<file path="config.mk">
export PLATFORM = sky130hd
export DESIGN_NAME = ex_muldiv
export DESIGN_NICKNAME = d
export VERILOG_FILES = /design/src/rtl/ex_muldiv_pkg.sv /design/src/rtl/ex_muldiv_iter.sv /design/src/rtl/ex_muldiv.sv
export SDC_FILE = /design/constraint.sdc
export NUM_CORES = 1
export LEC_CHECK = 0
export BUFFER_PORTS_ARGS = -buffer_cell sky130_fd_sc_hd__buf_4
export CORE_ASPECT_RATIO = 1.5
export CORE_MARGIN = 5
export CORE_UTILIZATION = 54
export DETAILED_ROUTE_END_ITERATION = 10
export PLACE_DENSITY = 0.85
export SETUP_SLACK_MARGIN = 0.4
export SYNTH_ARGS = -nofsm -noshare
export SYNTH_HDL_FRONTEND = slang
export SYNTH_SLANG_ARGS = --single-unit
</file>
<file path="constraint.sdc">
create_clock -name clk -period 3.5 [get_ports clk]
set_input_delay 0.175 -clock clk [delete_from_list [all_inputs] [get_ports clk]]
set_output_delay 0.175 -clock clk [all_outputs]
set_load 0.01 [all_outputs]
</file>
<file path="src/rtl/ex_muldiv_pkg.sv">
// rtl/ex_muldiv_pkg.sv - shared encodings and helpers for the iterative multiply/divide unit
package ex_muldiv_pkg;

    localparam logic RstEnable = 1'b1;

    localparam int DefDataW = 32;
    localparam int DefCntW  = 6;

    localparam logic [1:0] MulOp   = 2'd0;
    localparam logic [1:0] MultuOp = 2'd1;
    localparam logic [1:0] DivOp   = 2'd2;
    localparam logic [1:0] DivuOp  = 2'd3;

    typedef enum logic [1:0] {
        S_IDLE   = 2'd0,
        S_BYZERO = 2'd1,
        S_BUSY   = 2'd2,
        S_DONE   = 2'd3
    } state_e;

    function automatic logic op_is_div(input logic [1:0] op);
        return (op == DivOp) || (op == DivuOp);
    endfunction

    function automatic logic op_is_signed(input logic [1:0] op);
        logic s;
        case (op)
            MulOp, DivOp:    s = 1'b1;
            MultuOp, DivuOp: s = 1'b0;
            default:         s = 1'b0;
        endcase
        return s;
    endfunction

endpackage

</file>
<file path="src/rtl/ex_muldiv_iter.sv">
// rtl/ex_muldiv_iter.sv - one radix-2 step: shift-add multiply or restoring divide
module ex_muldiv_iter #(
    parameter int DATA_W = 32
) (
    input  logic                is_div_i,
    input  logic [2*DATA_W:0]   work_i,
    input  logic [DATA_W-1:0]   opnd_i,
    output logic [2*DATA_W:0]   work_o
);

    logic [DATA_W:0] sum;
    logic [DATA_W:0] diff;

    // Multiply: work = {carry, hi, lo}; lo starts as the multiplier and shifts out LSB first.
    // Divide: work[2W-1:W] is the partial remainder, quotient bits shift in at the bottom.
    always_comb begin
        sum  = work_i[2*DATA_W:DATA_W]
             + (work_i[0] ? {1'b0, opnd_i} : {(DATA_W+1){1'b0}});
        diff = {1'b0, work_i[2*DATA_W-1:DATA_W]} - {1'b0, opnd_i};
        if (is_div_i) begin
            if (diff[DATA_W]) begin
                work_o = {work_i[2*DATA_W-1:0], 1'b0};
            end else begin
                work_o = {diff[DATA_W-1:0], work_i[DATA_W-1:0], 1'b1};
            end
        end else begin
            work_o = {1'b0, sum, work_i[DATA_W-1:1]};
        end
    end

endmodule

</file>
<file path="src/rtl/ex_muldiv.sv">
// rtl/ex_muldiv.sv - multi-cycle MULT/MULTU/DIV/DIVU unit returning {HI,LO} with stall request
module ex_muldiv
    import ex_muldiv_pkg::*;
#(
    parameter int DATA_W = DefDataW,
    parameter int CNT_W  = DefCntW
) (
    input  logic                  clk,
    input  logic                  rst,
    input  logic                  start_i,
    input  logic [1:0]            op_i,
    input  logic [DATA_W-1:0]     opdata1_i,
    input  logic [DATA_W-1:0]     opdata2_i,
    input  logic                  annul_i,
    output logic [2*DATA_W-1:0]   result_o,
    output logic                  ready_o,
    output logic                  stallreq_o
);

    state_e                 state_q, state_d;
    logic [CNT_W-1:0]       cnt_q, cnt_d;
    logic [2*DATA_W:0]      work_q, work_d, work_step;
    logic [DATA_W-1:0]      opnd_q, opnd_d;
    logic                   is_div_q, is_div_d;
    logic                   sign1_q, sign1_d;
    logic                   sign2_q, sign2_d;
    logic [2*DATA_W-1:0]    result_q, result_d;
    logic                   ready_q, ready_d;

    logic                   in_sign1, in_sign2;
    logic [DATA_W-1:0]      in_abs1, in_abs2;
    logic [2*DATA_W-1:0]    prod_fix, final_res;
    logic [DATA_W-1:0]      quot_fix, rem_fix;

    ex_muldiv_iter #(.DATA_W(DATA_W)) u_iter (
        .is_div_i (is_div_q),
        .work_i   (work_q),
        .opnd_i   (opnd_q),
        .work_o   (work_step)
    );

    always_comb begin
        in_sign1 = op_is_signed(op_i) & opdata1_i[DATA_W-1];
        in_sign2 = op_is_signed(op_i) & opdata2_i[DATA_W-1];
        in_abs1  = in_sign1 ? -opdata1_i : opdata1_i;
        in_abs2  = in_sign2 ? -opdata2_i : opdata2_i;
    end

    // Sign flags are only ever set for signed ops, so unsigned results pass through untouched.
    always_comb begin
        prod_fix  = (sign1_q ^ sign2_q) ? -work_q[2*DATA_W-1:0] : work_q[2*DATA_W-1:0];
        quot_fix  = (sign1_q ^ sign2_q) ? -work_q[DATA_W-1:0] : work_q[DATA_W-1:0];
        rem_fix   = sign1_q ? -work_q[2*DATA_W:DATA_W+1] : work_q[2*DATA_W:DATA_W+1];
        final_res = is_div_q ? {rem_fix, quot_fix} : prod_fix;
    end

    always_comb begin
        state_d  = state_q;
        cnt_d    = cnt_q;
        work_d   = work_q;
        opnd_d   = opnd_q;
        is_div_d = is_div_q;
        sign1_d  = sign1_q;
        sign2_d  = sign2_q;
        result_d = result_q;
        ready_d  = ready_q;
        case (state_q)
            S_IDLE: begin
                ready_d = 1'b0;
                if (start_i && !annul_i) begin
                    if (op_is_div(op_i) && (opdata2_i == '0)) begin
                        state_d = S_BYZERO;
                    end else begin
                        state_d  = S_BUSY;
                        cnt_d    = '0;
                        is_div_d = op_is_div(op_i);
                        sign1_d  = in_sign1;
                        sign2_d  = in_sign2;
                        if (op_is_div(op_i)) begin
                            work_d = {{DATA_W{1'b0}}, in_abs1, 1'b0};
                            opnd_d = in_abs2;
                        end else begin
                            work_d = {{(DATA_W+1){1'b0}}, in_abs2};
                            opnd_d = in_abs1;
                        end
                    end
                end
            end
            S_BYZERO: begin
                if (annul_i || !start_i) begin
                    state_d = S_IDLE;
                end else begin
                    state_d  = S_DONE;
                    result_d = '0;
                    ready_d  = 1'b1;
                end
            end
            S_BUSY: begin
                if (annul_i || !start_i) begin
                    state_d = S_IDLE;
                end else if (cnt_q != CNT_W'(DATA_W)) begin
                    work_d = work_step;
                    cnt_d  = cnt_q + CNT_W'(1);
                end else begin
                    state_d  = S_DONE;
                    result_d = final_res;
                    ready_d  = 1'b1;
                end
            end
            S_DONE: begin
                if (annul_i || !start_i) begin
                    state_d = S_IDLE;
                    ready_d = 1'b0;
                end
            end
            default: begin
                state_d = S_IDLE;
                ready_d = 1'b0;
            end
        endcase
    end

    always_ff @(posedge clk) begin
        if (rst == RstEnable) begin
            state_q  <= S_IDLE;
            cnt_q    <= '0;
            work_q   <= '0;
            opnd_q   <= '0;
            is_div_q <= 1'b0;
            sign1_q  <= 1'b0;
            sign2_q  <= 1'b0;
            result_q <= '0;
            ready_q  <= 1'b0;
        end else begin
            state_q  <= state_d;
            cnt_q    <= cnt_d;
            work_q   <= work_d;
            opnd_q   <= opnd_d;
            is_div_q <= is_div_d;
            sign1_q  <= sign1_d;
            sign2_q  <= sign2_d;
            result_q <= result_d;
            ready_q  <= ready_d;
        end
    end

    assign result_o   = result_q;
    assign ready_o    = ready_q;
    assign stallreq_o = start_i & ~ready_q;

endmodule

</file>
; Yosys cells after proc, flatten, opt, wreduce, memory -nomap -nowiden
; Cells that the tools add are included.
[totals]
regBits = 173
in_bits = 70
wordCells = 94
[op_classes]
addsub = 8
n_eq_ne = 15
n_mux = 38
bitwise = 6
reduce_logical = 18
[ops]
columns = cell, n
row1 = 65-bit two-way mux, 6
row2 = 64-bit two-way mux, 5
row3 = 32-bit two-way mux, 6
row4 = 65-bit case mux with 2 select lines, 1
row5 = 32-bit negator, 4
row6 = 64-bit case mux with 2 select lines, 1
row7 = 64-bit negator, 1
row8 = 33-bit adder, 1
row9 = 33-bit two-way mux, 1
row10 = 32-bit by 32-bit subtractor with 33-bit output, 1
row11 = 32-bit zero test, 1
row12 = 6-bit two-way mux, 4
row13 = 2-bit != test (second input constant), 7
row14 = 2-bit two-way mux, 6
row15 = 6-bit case mux with 2 select lines, 1
row16 = 2-bit equality test (second input constant), 4
row17 = 2-bit case mux with 4 select lines, 1
row18 = 4-bit AND reduction, 2
row19 = 6-bit by 1-bit adder with 6-bit output (second input constant), 1
row20 = 6-bit != test (second input constant), 1
row21 = 3-bit AND reduction, 2
row22 = 5-bit AND reduction, 1
row23 = 2-bit by 1-bit equality test with 1-bit output (second input constant), 2
row24 = 2-bit zero test, 2
row25 = other kinds (12), 23

; Longest topological paths before layout
; Gate-level depths: netlist of run 1.
[logic_depth]
word_depth = 9
mapped_depth = 15
depth_no_buf = 13

; Cells and area by module
; Synthesis of run 1 repeated with hierarchy kept, for this count alone.
[hier_totals]
cells_unflattened = 2186
hier_area_um2 = 15946.5
[modules_own_cells]
columns = mod, n_inst, cells_per_inst, area_per_inst_um2, seq_area_each_um2
row1 = ex_muldiv, 1, 1497, 11265.8, 3463.3
row2 = ex_muldiv_iter, 1, 689, 4680.7, 0.0

; Worst setup path before layout of run 1
; OpenSTA, ideal clock, no wires.
[synth_path]
path_type = register -> register
startpoint = register work_q[32]
endpoint = register work_q[62]
setup_time_ps = 137
arrival_time_ps = 3048
slack_ps = 315
path_stages_with_launch = 15
n_path_buf = 2
cell_sequence = dfxtp_1 -> inv_1 -> ha_1 -> fa_1 -> nor2b_1 -> o31a_1 -> o32a_1 -> a21oi_1 -> o31a_1 -> o211ai_1 -> nand2_1 -> buf_2 -> buf_1 -> a32oi_1 -> o221ai_1
[synth_between]
elab_chain_cells = 6
word_cells_on_any_way = 7
classes_between = add/sub: 2 / mux: 5
[synth_lines]
columns = element, line
row1 = from (decl), ex_muldiv.sv:22  ; logic [2*DATA_W:0] work_q, work_d, work_step;
row2 = from (signal assigned), ex_muldiv.sv:137  ; work_q <= work_d;
row3 = 32-bit by 32-bit subtractor with 33-bit output, ex_muldiv_iter.sv:19  ; diff = {1'b0, work_i[2*DATA_W-1:DATA_W]} - {1'b0, opnd_i};
row4 = 65-bit two-way mux, ex_muldiv_iter.sv:21  ; if (diff[DATA_W]) begin
row5 = 65-bit two-way mux *, ex_muldiv_iter.sv:20  ; if (is_div_i) begin
row6 = 65-bit two-way mux *, ex_muldiv.sv:101  ; end else if (cnt_q != CNT_W'(DATA_W)) begin
row7 = 65-bit two-way mux *, ex_muldiv.sv:99  ; if (annul_i || !start_i) begin
row8 = 65-bit case mux with 2 select lines *, ex_muldiv.sv:67  ; case (state_q)
; Every way passes the cells marked *; elsewhere a longest branch is shown, timed or not. The select of a mux whose other input is x is not followed.
; A chain may end at the register's enable or synchronous reset.

; Worst setup path in the final report of run 1
[layout_path]
startpoint = register work_q[38]
endpoint = register work_q[56]
; The elaborated chain is that of the path after synthesis.

==> results.md, run 1 <==
- Via count: 15,727
- Layout cell share with drive strength beyond 1: 21.6%
- Max Fanout on Critical Path: 15
- WP data arrival: 3.50 ns
- Setup violators final: 0
- Initial DRC Count: 1,733
- Largest net degree at the start of global routing: 81
- Diodes inserted: 0
- Number of global-route vias before repair: 15,200
- Mapped cell area: 14,600 um2
- Cell family with most CP delay: compound AO/OA/AOI/OAI gates
- Per-cell routed wire length: 21.1 um
- H-tree Lvls: 4
- Initial core utilization: 54.9%
- Port bufs: 135
- Power density cells: 426 nW/um2
- Skew-Pair Late Insertion Delay: 0.46 ns
- Post-Synth XOR/XNOR Area: 12.2%
- Clk buf depth: 2
- Placed wire-length estimate: 39,000 um
- Initial antenna violation count: 0
- Final instance area: 17,800 um2
- RePlAce Congestion: 0.970
- End point of the critical path: work_q[56]
- CTS tree: built
- Inserted Clock Buffers: 17
- Leak Pwr: 0.00753 uW
- Multiplexer share of the synthesized area: 5.23%
- Adder-Cell Fraction of Synth Area: 6.71%
- DP Area: 16,400 um2
- Nets: 2,267
- CP Capture Type: flip-flop
- Max_slew headroom: 37.3%
- Min cycle time layout: 3.17 ns
- Core area: 26,600 um2
- Rows: 73
- First-pass GRT wire length: 79,300 um
- Mean Syn Cell Area: 7.43 um2
- Synth area leader: dfxtp_1
- Die width: 144 um
- YS warnings: 0
- Reg-to-Reg End: work_q[56]
- Max frequency: 0.315 GHz
- Clock root cell: clkbuf_16
- Hold slack: 0.138 ns
- Top cell type's share of synthesized area: 23.7%
- Largest family of logic cells by synthesized area: compound AO/OA/AOI/OAI gates
- Worst reg2reg startpoint: work_q[38]
- Number of hold violations in the final report: 0
- Layout Skew: 0.00934 ns
- Post-synthesis sequential area ratio: 23.7%
- Crit path launch type: flip-flop
- Setup slack, reg-to-reg: 0.33 ns
- Final cycle utilization of the critical path: 90.7%
- CP startpoint: work_q[38]
- Worst Tran Pin Value: 0.938 ns
- Clock Sinks: 173
- Most frequent cell after synthesis: nor2_1
- Slew Viols, Final: 0
- Path depth of the worst reg2reg path: 13
- Max-cap viol count: 0
- I/O pin count: 136
- Main synth FF type: dfxtp_1
- First-pass DRT Iterations: 7
- Remaining Overflow, GRT: 0
- Vias per std cell: 6.37
- All-layer global routing usage: 32.8%
- Crit path buffers/inverters: 2
- Setup TNS: 0 ns
- Setup CP Type: reg2reg
- Syn_nets: 2,111
- Syn Inst Count: 1,964
- Commonest cells in the synthesized netlist: nor2_1, dfxtp_1, nand2_1
- Status: complete, no violations
- Die height: 211 um
- Die area: 30,500 um2
- WP data required: 3.82 ns
- Critical Path Stages: 13
- Post-detailed-route DRC marker count: 0
- Slowest stage delay, CP: 0.40 ns
- Post-synthesis sequential element count: 173
- RSZ-0062 raised after global routing: true
- CP max stage cell: dfxtp_1
- Async SR Flop Fraction: 0%
- DRT antenna net count: 0
- Largest cells by area after synthesis: dfxtp_1, xor2_1, nor2_1
- Distinct cells, synth: 80
- Worst-path clk slew: 0.07 ns
- CP Cell Sequence: buf_4 -> ha_2 -> o21a_1 -> o2111ai_1 -> nor2_1 -> a21oi_2 -> o31a_1 -> o211ai_1 -> nand2_2 -> buf_12 -> mux2_2 -> a32oi_1 -> a21oi_1
- EDFF count, synth: 0
- Hold depth: 4
- P&R area growth vs syn: 21.9%
- Post-synthesis simple-gate area fraction: 20.3%
- Peak supply drop: 442 uV
- Worst hold-check path type: in2reg
- Compound-Gate Fraction of Synth Area: 26.1%
- Wirelength, routed: 52,200 um
-- through the flow --
stage               util (%)  cells  total power [uW]  setup slack [ns]
global route            66.9   2468              7930             0.171
global placement        61.9   2413              5290             0.208
CTS                     64.4   2445              7260             0.346
finish                  66.9   2468              7580             0.326
detailed placement      61.9   2413              5350             0.136
floorplan                  -   1964              4320             0.404
-- cell type report --
| cell class | instances | area, um2 |
|---|---|---|
| multi-input cells | 1576 | 10800 |
| clock inverters | 12 | 135 |
| fillers | 2182 | 8800 |
| flip-flops and latches | 173 | 3480 |
| well taps | 337 | 422 |
| repair buffers | 278 | 2220 |
| inverters | 74 | 285 |
| clock buffers | 18 | 429 |
-- worst min path at each step --
| stage | start | to | slack [ns] |
|---|---|---|---|
| 2_1_floorplan | opdata1_i[0] | opnd_q[0] | 0.41 |
| 6_report | opdata2_i[31] | state_q[0] | 0.14 |
| 3_5_place_dp | result_o[35] | result_o[35] | 0.44 |
| 3_3_place_gp | result_o[41] | result_o[41] | 0.43 |
| 4_1_cts | opdata2_i[31] | state_q[0] | 0.12 |
| 5_1_grt | opdata2_i[31] | state_q[0] | 0.15 |
-- layout by cell type, fill, tap and decap left out, types with 38 or more instances in the layout --
master / n
mux2i_1: 38
nor2_1: 248
xor2_1: 113
buf_4: 263
dfxtp_1: 164
a21oi_1: 148
nand2_1: 162
a211oi_1: 45
ha_1: 58
a22oi_1: 41
xnor2_1: 89
o21ai_0: 116
inv_1: 70
-- kinds of logic after synthesis --
| family | after synthesis |
|---|---|
| DFF | 173 |
| buffers and inverters | 215 |
| muxes | 72 |
| and+or+nand+nor | 633 |
| adders and majority gates | 77 |
| AOI/OAI and AO/OA | 590 |
| xor gates and xnor gates | 204 |
-- registers in the layout (all words and copies together), names as in the netlist --
name	count
state_q	2
result_o	64
is_div_q	1
opnd_q	32
ready_o	1
sign2_q	1
work_q	65
sign1_q	1
cnt_q	6
-- where the power goes --
part / leakage [uW] / switching (uW) / internal [uW]
registers: 0.00141 / 192 / 2120
clock network: 0.000271 / 903 / 996
logic: 0.00585 / 1960 / 1410
-- per-layer routing --
metal | up-vias | global-route usage, % | wire (um)
li1 | 7340 | - | -
met1 | 7380 | 35.0 | 18200
met2 | 732 | 55.6 | 25600
met3 | 275 | 4.81 | 2780
met4 | 0 | 28.6 | 5500
met5 | - | 0 | 0
-- worst min-delay path, delay by kind of cell --
family,cells,cell delay [ns]
AO/OA/AOI/OAI,1,0.08
AND/OR/NAND/NOR,2,0.17
buffers and inverters,1,0.12
-- what timing repair did --
item                                    CTS  global route
hold buffers                              0             0
pin swaps                                 7            39
setup buffers                             2            21
endpoints found under the setup margin   32            59
hold endpoints to repair                  0             0
cloned                                    0             2
gates resized for setup                  27           115
(Power assumes the default switching activity.)
==> run 2: changes to the inputs <==
--- a/config.mk
+++ b/config.mk
@@ -11,7 +11,7 @@
 export CORE_UTILIZATION = 54
 export DETAILED_ROUTE_END_ITERATION = 10
 export PLACE_DENSITY = 0.85
-export SETUP_SLACK_MARGIN = 0.4
+export SETUP_SLACK_MARGIN = 0.15
 export SYNTH_ARGS = -nofsm -noshare
 export SYNTH_HDL_FRONTEND = slang
 export SYNTH_SLANG_ARGS = --single-unit
==> constraint.sdc (replaced) <==
create_clock -name clk -period 3.5 [get_ports clk]
set_input_delay 0.7 -clock clk [delete_from_list [all_inputs] [get_ports clk]]
set_output_delay 0.7 -clock clk [all_outputs]
set_load 0.01 [all_outputs]
==> run 2 against run 1 <==
- flip-flop and latch count stayed put
- critical path depth unchanged
- cell area down 0.54%
- hold slack better by 0.32 ns
- die area unchanged
- largest power group unchanged
==> results.md, run 2 (synthesis gave the netlist of run 1 again) <==
- H-tree Lvls: 4 (unchanged)
- Initial antenna violation count: 0 (unchanged)
- Slew Viols, Final: 0 (unchanged)
- Max_slew headroom: 20.7% (was 37.3%)
- Port bufs: 135 (unchanged)
- Peak supply drop: 452 uV (was 442 uV)
- Core area: 26,600 um2 (unchanged)
- WP data required: 3.88 ns (was 3.82 ns)
- Register with the most flip-flops: work_q (unchanged)
- Seq. cell area: 3470 um2 (was 3480 um2)
- Initial DRC Count: 1,673 (was 1,733)
- Via count: 15,877 (was 15,727)
- CP startpoint: opnd_q[14] (was work_q[38])
- Most frequent cells in the layout: buf_4, nor2_1, dfxtp_1 (unchanged)
- RePlAce Congestion: 0.991 (was 0.970)
- Cell family with most CP delay: simple AND/OR/NAND/NOR gates (was compound AO/OA/AOI/OAI gates)
- Worst reg2reg startpoint: opnd_q[14] (was work_q[38])
- Clock Sinks: 173 (unchanged)
- Non-filler instance count after layout: 2,499 (was 2,468)
- Die height: 211 um (unchanged)
- Clock root cell: clkbuf_16 (unchanged)
- Remaining Overflow, GRT: 0 (unchanged)
- RSZ-0062 raised after global routing: true (unchanged)
- Fillers: 2,236 (was 2,182)
- CP max stage cell: ha_2 (was dfxtp_1)
- Most common cell after layout, fill and taps aside: buf_4 (unchanged)
- Slowest stage delay, CP: 0.40 ns (about the same)
- Inserted Clock Buffers: 17 (unchanged)
- Die width: 144 um (unchanged)
- Initial core utilization: 54.9% (unchanged)
- First-pass GRT wire length: 80,300 um (was 79,300 um)
- Final cycle utilization of the critical path: 93.8% (was 90.7%)
- CTS tree: built (unchanged)
- Max Fanout on Critical Path: 6 (was 15)
- Multi-input gate area: 10,500 um2 (was 10,800 um2)
- DRT antenna net count: 0 (unchanged)
- Number of hold violations in the final report: 0 (unchanged)
- Number of global-route vias before repair: 15,483 (was 15,200)
- Worst-path clk slew: 0.07 ns (about the same)
- Vias per std cell: 6.35 (was 6.37)
- Clk buf depth: 2 (unchanged)
- Max-cap viol count: 0 (unchanged)
- Max frequency: 0.305 GHz (was 0.315 GHz)
- Crit path buffers/inverters: 2 (unchanged)
- Skew-Pair Late Insertion Delay: 0.46 ns (about the same)
- Diodes inserted: 0 (unchanged)
- Largest net degree at the start of global routing: 81 (unchanged)
- CP Capture Type: flip-flop (unchanged)
- Die area: 30,500 um2 (unchanged)
- Max FFs per register: 65 (unchanged)
- WP data arrival: 3.66 ns (was 3.50 ns)
- Worst Tran Pin Value: 1.18 ns (was 0.938 ns)
- Nets: 2,296 (was 2,267)
- Layout Skew: 0.0162 ns (was 0.00934 ns)
- Final setup margin: 0.218 ns (was 0.326 ns)
- Status: complete, no violations (unchanged)
- Wirelength, routed: 52,200 um (about the same)
- Hold wc startpoint: opnd_q[7] (was opdata2_i[31])
- Setup violators final: 0 (unchanged)
- First-pass DRT Iterations: 7 (unchanged)
- Post-detailed-route DRC marker count: 0 (unchanged)
- Leak Pwr: 0.00768 uW (was 0.00753 uW)
- Layout cell share with drive strength beyond 1: 20.1% (was 21.6%)
- Setup TNS: 0 ns (unchanged)
- Power density cells: 430 nW/um2 (was 426 nW/um2)
- Placed wire-length estimate: 39,800 um (was 39,000 um)
- Rows: 73 (unchanged)
- Post-Place Setup Slack: -0.0389 ns (was 0.136 ns)
- Setup CP Type: reg2reg (unchanged)
- CP Cell Sequence: inv_1 -> ha_2 -> nand4_1 -> nor4_2 -> o21ai_0 -> nand3_1 -> a31oi_2 -> buf_4 -> nor4b_2 -> o22ai_1 -> nand3b_1 -> mux2_2 -> o211ai_1 (was buf_4 -> ha_2 -> o21a_1 -> o2111ai_1 -> nor2_1 -> a21oi_2 -> o31a_1 -> o211ai_1 -> nand2_2 -> buf_12 -> mux2_2 -> a32oi_1 -> a21oi_1)
- All-layer global routing usage: 33.4% (was 32.8%)
- Per-cell routed wire length: 20.9 um (was 21.1 um)
- Min cycle time layout: 3.28 ns (was 3.17 ns)
- Crit path launch type: flip-flop (unchanged)
- Dpl cells: 2,458 (was 2,413)
- P&R area growth vs syn: 21.2% (was 21.9%)
- Worst hold-check path type: reg2reg (was in2reg)
- I/O pin count: 136 (unchanged)
[run 2: cell count changes in the layout (fill, tap and decap cells not counted), moves of 6 or more]
cell,before,now
ha_2,11,3
buf_6,7,1
o21ai_1,16,8
a21oi_1,148,154
ha_1,58,71
a21oi_2,9,3
o21ai_0,116,129
buf_4,263,297
[run 2: layout make-up]
type / count / area share [%]
timing repair buffer: 307 / 13.7
clock inverter: 14 / 0.984
tap: 337 / 2.38
inverter: 74 / 1.57
clock buffer: 18 / 2.48
sequential: 173 / 19.6
multi-input combinational: 1576 / 59.3
[run 2: routing by layer]
metal / vias up / part of all wire (%) / track usage (%)
met4: 0 / 10 / 28.0
met3: 282 / 6.3 / 4.95
met2: 788 / 48 / 56.8
met5: - / 0 / 0
li1: 7403 / - / -
met1: 7404 / 35 / 35.9
[run 2: stage by stage]
step	util, %	hold slack (ns)	power, uW	instance area, um2
2_1_floorplan	-	0.432	4320	14600
3_3_place_gp	63.3	0.435	5390	16800
3_5_place_dp	63.3	0.447	5450	16800
4_1_cts	65.7	0.455	7440	17500
5_1_grt	66.5	0.482	7920	17700
6_report	66.5	0.455	7600	17700
[run 2: worst paths after layout]
path	end	slack [ns]	depth (start not counted)
max	work_q[64]	0.22	13
min	opnd_q[7]	0.45	2
max reg2reg	work_q[64]	0.22	13
min reg2reg	opnd_q[7]	0.45	2
[run 2: what timing repair did]
item                                    4_1_cts  5_1_grt
hold buffers                                  0        0
setup buffers                                 1        8
resized for setup                             6       37
pin swaps                                     0        8
endpoints found under the setup margin       11       44
[run 2: where the power goes]
part	switching, uW	internal [uW]	total, uW
logic	1950	1350	3300
clock network	904	1100	2000
registers	175	2120	2300
total	3030	4570	7600
[run 2: worst register-to-register path, delay by kind of cell (launching register included)]
kind,cells,cell delay [ns]
AO/OA/AOI/OAI,4,0.60
adder cells (fa/ha/maj),1,0.40
buffers and inverters,2,0.28
flip-flops,1,0.34
multiplexers,1,0.29
AND/OR/NAND/NOR,5,1.29
